[src/rtl/mem_access.sv]
// Memory stage of the RV64 pipeline: single-outstanding data-bus master with
// store lane alignment, load extraction/extension and a one-beat writeback.
module mem_access #(
  parameter int REG_W  = 5,
  parameter int ADDR_W = 64
) (
  input  logic              clk,
  input  logic              reset,
  input  logic              ex_valid,
  output logic              ex_ready,
  input  logic [63:0]       alu_c,
  input  logic [63:0]       st_data,
  input  logic [1:0]        mem_kind,
  input  logic [1:0]        mem_size,
  input  logic              mem_unsigned,
  input  logic [REG_W-1:0]  rd,
  input  logic              flush,
  output logic              dreq_valid,
  output logic [ADDR_W-1:0] dreq_addr,
  output logic [1:0]        dreq_size,
  output logic [7:0]        dreq_strobe,
  output logic [63:0]       dreq_data,
  input  logic              dresp_addr_ok,
  input  logic              dresp_data_ok,
  input  logic [63:0]       dresp_data,
  output logic              wb_valid,
  output logic [63:0]       wb_data,
  output logic [REG_W-1:0]  wb_rd,
  output logic              wb_misalign
);

  localparam logic [1:0] S_IDLE = 2'd0;
  localparam logic [1:0] S_REQ  = 2'd1;
  localparam logic [1:0] S_WAIT = 2'd2;
  localparam logic [1:0] S_DONE = 2'd3;

  localparam logic [1:0] K_LOAD  = 2'd1;
  localparam logic [1:0] K_STORE = 2'd2;

  localparam logic [1:0] SZ_B = 2'd0;
  localparam logic [1:0] SZ_H = 2'd1;
  localparam logic [1:0] SZ_W = 2'd2;

  function automatic logic is_aligned(input logic [1:0] size, input logic [2:0] off);
    case (size)
      SZ_B:    is_aligned = 1'b1;
      SZ_H:    is_aligned = (off[0] == 1'b0);
      SZ_W:    is_aligned = (off[1:0] == 2'b00);
      default: is_aligned = (off == 3'b000);
    endcase
  endfunction

  function automatic logic [7:0] store_strobe(input logic [1:0] size, input logic [2:0] off);
    logic [7:0] base;
    case (size)
      SZ_B:    base = 8'h01;
      SZ_H:    base = 8'h03;
      SZ_W:    base = 8'h0F;
      default: base = 8'hFF;
    endcase
    store_strobe = base << off;
  endfunction

  function automatic logic [63:0] store_align(input logic [63:0] data, input logic [2:0] off);
    store_align = data << {off, 3'b000};
  endfunction

  // Right-justify the addressed bytes, then sign- or zero-extend to 64 bits.
  function automatic logic [63:0] load_extend(input logic [63:0] raw, input logic [1:0] size,
                                              input logic [2:0] off, input logic uns);
    logic        [63:0] t;
    logic signed [7:0]  sb;
    logic signed [15:0] sh;
    logic signed [31:0] sw;
    t  = raw >> {off, 3'b000};
    sb = t[7:0];
    sh = t[15:0];
    sw = t[31:0];
    case (size)
      SZ_B:    load_extend = uns ? {56'd0, t[7:0]}  : 64'(sb);
      SZ_H:    load_extend = uns ? {48'd0, t[15:0]} : 64'(sh);
      SZ_W:    load_extend = uns ? {32'd0, t[31:0]} : 64'(sw);
      default: load_extend = t;
    endcase
  endfunction

  logic [1:0]        state_p1;
  logic [1:0]        state_nx;
  logic              kill_p1;
  logic [ADDR_W-1:0] addr_p1;
  logic [1:0]        size_p1;
  logic [7:0]        strobe_p1;
  logic [63:0]       data_p1;
  logic              load_p1;
  logic              uns_p1;
  logic [63:0]       wb_data_p2;
  logic [REG_W-1:0]  wb_rd_p2;
  logic              misalign_p2;

  logic accept;
  logic is_mem;
  logic aligned_in;
  logic bus_done;
  logic kill_now;

  assign ex_ready   = (state_p1 == S_IDLE) && !flush;
  assign accept     = ex_valid && ex_ready;
  assign is_mem     = (mem_kind == K_LOAD) || (mem_kind == K_STORE);
  assign aligned_in = is_aligned(mem_size, alu_c[2:0]);
  assign bus_done   = ((state_p1 == S_REQ) && dresp_addr_ok && dresp_data_ok) ||
                      ((state_p1 == S_WAIT) && dresp_data_ok);
  assign kill_now   = kill_p1 || flush;

  always_comb begin
    state_nx = state_p1;
    case (state_p1)
      S_IDLE: begin
        if (accept) state_nx = (is_mem && aligned_in) ? S_REQ : S_DONE;
      end
      S_REQ: begin
        if (dresp_addr_ok) begin
          if (dresp_data_ok) state_nx = kill_now ? S_IDLE : S_DONE;
          else               state_nx = S_WAIT;
        end
      end
      S_WAIT: begin
        if (dresp_data_ok) state_nx = kill_now ? S_IDLE : S_DONE;
      end
      default: state_nx = S_IDLE;
    endcase
  end

  // A flush during the bus handshake cannot cancel it; remember it until idle.
  always_ff @(posedge clk or negedge reset) begin
    if (!reset) begin
      state_p1 <= S_IDLE;
      kill_p1  <= 1'b0;
    end else begin
      state_p1 <= state_nx;
      if (state_nx == S_IDLE)
        kill_p1 <= 1'b0;
      else if (flush && ((state_p1 == S_REQ) || (state_p1 == S_WAIT)))
        kill_p1 <= 1'b1;
    end
  end

  // Request stage: fields captured on accept and held while the bus stalls.
  always_ff @(posedge clk or negedge reset) begin
    if (!reset) begin
      addr_p1   <= '0;
      size_p1   <= 2'd0;
      strobe_p1 <= 8'd0;
      data_p1   <= 64'd0;
      load_p1   <= 1'b0;
      uns_p1    <= 1'b0;
    end else if (accept) begin
      addr_p1   <= alu_c[ADDR_W-1:0];
      size_p1   <= mem_size;
      strobe_p1 <= (mem_kind == K_STORE) ? store_strobe(mem_size, alu_c[2:0]) : 8'd0;
      data_p1   <= (mem_kind == K_STORE) ? store_align(st_data, alu_c[2:0]) : 64'd0;
      load_p1   <= (mem_kind == K_LOAD);
      uns_p1    <= mem_unsigned;
    end
  end

  // Writeback stage: stores and good bus ops start at zero, loads overwrite on data_ok.
  always_ff @(posedge clk or negedge reset) begin
    if (!reset) begin
      wb_data_p2  <= 64'd0;
      wb_rd_p2    <= '0;
      misalign_p2 <= 1'b0;
    end else if (accept) begin
      wb_data_p2  <= (is_mem && aligned_in) ? 64'd0 : alu_c;
      wb_rd_p2    <= rd;
      misalign_p2 <= is_mem && !aligned_in;
    end else if (bus_done && load_p1) begin
      wb_data_p2  <= load_extend(dresp_data, size_p1, addr_p1[2:0], uns_p1);
    end
  end

  assign dreq_valid  = (state_p1 == S_REQ);
  assign dreq_addr   = addr_p1;
  assign dreq_size   = size_p1;
  assign dreq_strobe = (state_p1 == S_REQ) ? strobe_p1 : 8'd0;
  assign dreq_data   = data_p1;

  assign wb_valid    = (state_p1 == S_DONE) && !flush;
  assign wb_data     = wb_data_p2;
  assign wb_rd       = wb_rd_p2;
  assign wb_misalign = misalign_p2;

endmodule

[config.mk]
export PLATFORM = sky130hd
export DESIGN_NAME = mem_access
export DESIGN_NICKNAME = d
export VERILOG_FILES = /design/src/rtl/mem_access.sv
export SDC_FILE = /design/constraint.sdc
export NUM_CORES = 1
export LEC_CHECK = 0
export CORE_AREA = 2 2 162 164
export CTS_BUF_LIST = sky130_fd_sc_hd__clkbuf_8
export DETAILED_ROUTE_END_ITERATION = 8
export DIE_AREA = 0 0 164 166
export PLACE_DENSITY_LB_ADDON = 0.05
export REMOVE_ABC_BUFFERS = 1
export SETUP_SLACK_MARGIN = 0.5
export SLEW_MARGIN = 10
export SYNTH_ARGS = -nofsm -noshare
export SYNTH_HDL_FRONTEND = slang
export SYNTH_SLANG_ARGS = --single-unit
[constraint.sdc]
create_clock -name clk -period 2.95 [get_ports clk]
set_input_delay 0.295 -clock clk [delete_from_list [all_inputs] [get_ports clk]]
set_output_delay 0.295 -clock clk [all_outputs]
set_load 0.05 [all_outputs]
==> results_dict.tcl <==
set metrics [dict create \
    outcome "completed" \
    hpwl_um 32300 \
    die_h_um 166 \
    firstDrtPassIters 5 \
    clock_latency_ps 560 \
    io_pins 419 \
    drt_wl_total_um 44500 \
    min_period_over_period_pct 79.2 \
    synth_edf_count 0 \
    antenna_found_initial 2 \
    netlist_top_cells_area "dfrtp_1, nand2_1, mux2i_1" \
    antenna_left 0 \
    setup_ws_ps 614 \
    nets 1918 \
    ys_top_cells_by_count "nand2_1, dfrtp_1, o21ai_0, mux2i_1, clkbuf_1" \
    htree_levels 2 \
    r2r_start "dreq_addr[1]" \
    syn2layout_area_growth_pct 44.0 \
    root_buffer "clkbuf_8" \
    ys_ff_latch 213 \
    synthMostInstantiatedCell "nand2_1" \
    place.gp.congestion 0.916 \
    design.die.area_um2 27200 \
    synth_seq_area_share_pct 44.1 \
    crit_required_ps 2650 \
    fin_crit_ps 2340 \
    final_area_um2 17400 \
    viasPerCell 5.82 \
    cp_max_fo 12 \
    finClkSkew_ps 21.7 \
    cp.arrival_ps 2040 \
    grt_pass1_vias 11800 \
    cts_buffers 38 \
    worstSetupEndpointType "output pin" \
    dr_total_vias 12000 \
    crit_chain "inv_1 > ha_1 > buf_4 > and2_1 > dlygate4sd2_1" \
    rsz0062_at_grt "no" \
    hold_end "dreq_addr[0]" \
    clk_path_buf_depth 3 \
    routedWlPerCell_um 21.6 \
    ys_types 65 \
    grt_pass1_wl_um 67300 \
    synth_xor_area_share_pct 0 \
    route.detailed.drc 0 \
    p_per_area_nw_per_um2 1060 \
    synth_simple_gate_area_share_pct 15.9 \
    dpl_cell_area_um2 16700 \
    dp_cells 1994 \
    peakVddDrop_mv 0.819 \
    cp_num_buf_inv 3 \
    path_class "reg2out" \
    cpLargestDelayFamily "buffers and inverters" \
    clkSinkCount 213 \
    hold_ws_ps 181 \
    timing.fmax_mhz 428 \
    start_util_pct 47.2 \
    worstSetupStartpointType "flop" \
    slew_headroom_pct 35.3 \
    grt_usage_pct 31.8 \
    slew_violations 0 \
    fp.coreArea_um2 25600 \
    p_leak_nw 7.66 \
    pre_cts_ws_ps 317 \
    rows 59 \
    synth_top_area_cell "dfrtp_1" \
    syn_area_per_cell_um2 9.27 \
    yosys_warnings 0 \
    synthesis.area_um2 12100 \
    cpPeakStageDelay_ps 520 \
    drive_gt1_share_pct 10.6 \
    synth_compound_gate_area_share_pct 20.8 \
    ys.flop_type "dfrtp_1" \
    synth_top_area_share_pct 44.1 \
    cpMaxStageDelayCell "dlygate4sd2_1" \
    first_iter_violations 941 \
    hold_violations 0 \
    timing.rr.end "wb_data[33]" \
    synth_top_family_by_area "compound AO/OA/AOI/OAI gates" \
    grt-ovfl-total 0 \
    rrSetupSlack_ps 620 \
    die_w_um 164 \
    reg2reg_depth 7 \
    layoutNonFillerInstCount 2065 \
    port_buffers 418 \
    clk_pin_slew_worst_paths_ps 60 \
    netlist_instances 1305 \
    ys_async_sr_fraction_pct 100 \
    grt_max_degree 102 \
    synthAdderAreaFrac_pct 0.621 \
    cts_tree "built" \
    hold_depth 3 \
    min_path_type "in2reg" \
    synthMuxAreaShare_pct 13.8 \
    max_cap_violations 0 \
    worst_pin_slew_ps 968 \
    hold_start "alu_c[0]" \
    setup_viol 0 \
]
-- routing by layer --
layer	part of all wire [%]	up-vias	global-route usage [%]
met2	49	560	53.2
met1	39	5852	38.6
met3	9.1	98	8.67
li1	-	5518	-
met5	0	-	0
met4	3.8	0	13.0
-- sequential cells by signal, indices dropped and copies added, names as in the netlist --
register     flops
wb_misalign      1
strobe_p1        8
load_p1          1
wb_data         64
kill_p1          1
wb_rd            5
dreq_addr       64
dreq_data       64
dreq_size        2
uns_p1           1
state_p1         2
-- repair_timing --
item,in CTS,in global routing
gates resized for setup,17,23
hold buffers,1,0
gates cloned,0,0
setup endpoints to repair,21,54
setup buffers,1,3
hold endpoints to repair,97,0
pin swaps,1,2
-- placed cells by master, fill, tap and decap left out, types with 6 or more instances in the layout --
cell type / synthesis / routed
clkdlybuf4s50_1: 0 / 402
nand2_1: 300 / 298
dfrtp_1: 213 / 210
o21ai_0: 99 / 99
mux2i_1: 93 / 93
nor2_1: 58 / 55
a21oi_1: 53 / 53
buf_4: 5 / 48
clkbuf_8: 0 / 42
inv_1: 20 / 35
o22ai_1: 33 / 33
a22o_1: 33 / 33
mux2_2: 28 / 28
a211oi_1: 24 / 23
nor2b_1: 22 / 21
o221ai_1: 18 / 18
mux4_2: 17 / 17
nand3_1: 16 / 16
o211ai_1: 11 / 11
a2bb2oi_1: 11 / 11
a221oi_1: 10 / 10
and2_1: 9 / 9
nor4_1: 9 / 9
a21boi_1: 9 / 9
nor3_1: 7 / 7
a222oi_1: 7 / 7
a21boi_0: 6 / 6
ha_1: 6 / 6
buf_12: 0 / 6
-- cells by family after synthesis --
family / after synthesis
DFF: 213
buffers and inverters: 134
AOI/OAI and AO/OA: 366
muxes: 141
adders and majority gates: 6
and+or+nand+nor: 445
-- per-stage QoR --
stage          power (mW)  util (%)  setup TNS (ps)
2_1_floorplan        11.8         -         -411800
3_3_place_gp         15.6      65.1               0
3_5_place_dp         15.7      65.1               0
4_1_cts              18.3      67.8               0
5_1_grt              19.2      68.0               0
6_report             18.4      68.0               0
-- cell type report --
type                    instances  area, um2
diodes                          2       5.00
clock buffers                  42        578
clock inverters                22        100
fillers                      2129       8200
inverters                      21       80.1
multi-input cells             958       6240
flip-flops and latches        213       5340
well taps                     335        419
repair buffers                472       4650
-- where the power goes --
part	internal, mW	switching, mW	leakage, nW
registers	4.03	0.734	2.73
logic	3.89	7.15	4.53
clock network	1.30	1.28	0.402
total	9.22	9.16	7.66
-- tightest hold or removal path: stages --
cell and delay (ps):
buf_4 210, nand2_1 120, nand2_1 50
-- worst max-delay path by stage --
| stage | depth (start not counted) | start | endpoint | slack [ps] |
|---|---|---|---|---|
| 6_report | 5 | state_p1[1] | dreq_strobe[3] | 610 |
| 3_5_place_dp | 7 | dresp_data[63] | wb_data[62] | 320 |
| 3_3_place_gp | 7 | dresp_data[63] | wb_data[60] | 380 |
| 2_1_floorplan | 6 | state_p1[0] | wb_data[32] | -3340 |
| 4_1_cts | 2 | dreq_addr[0] | dreq_addr[0] | 400 |
| 5_1_grt | 5 | state_p1[1] | dreq_strobe[3] | 500 |
Note: power is estimated with default switching activity, not from simulation.
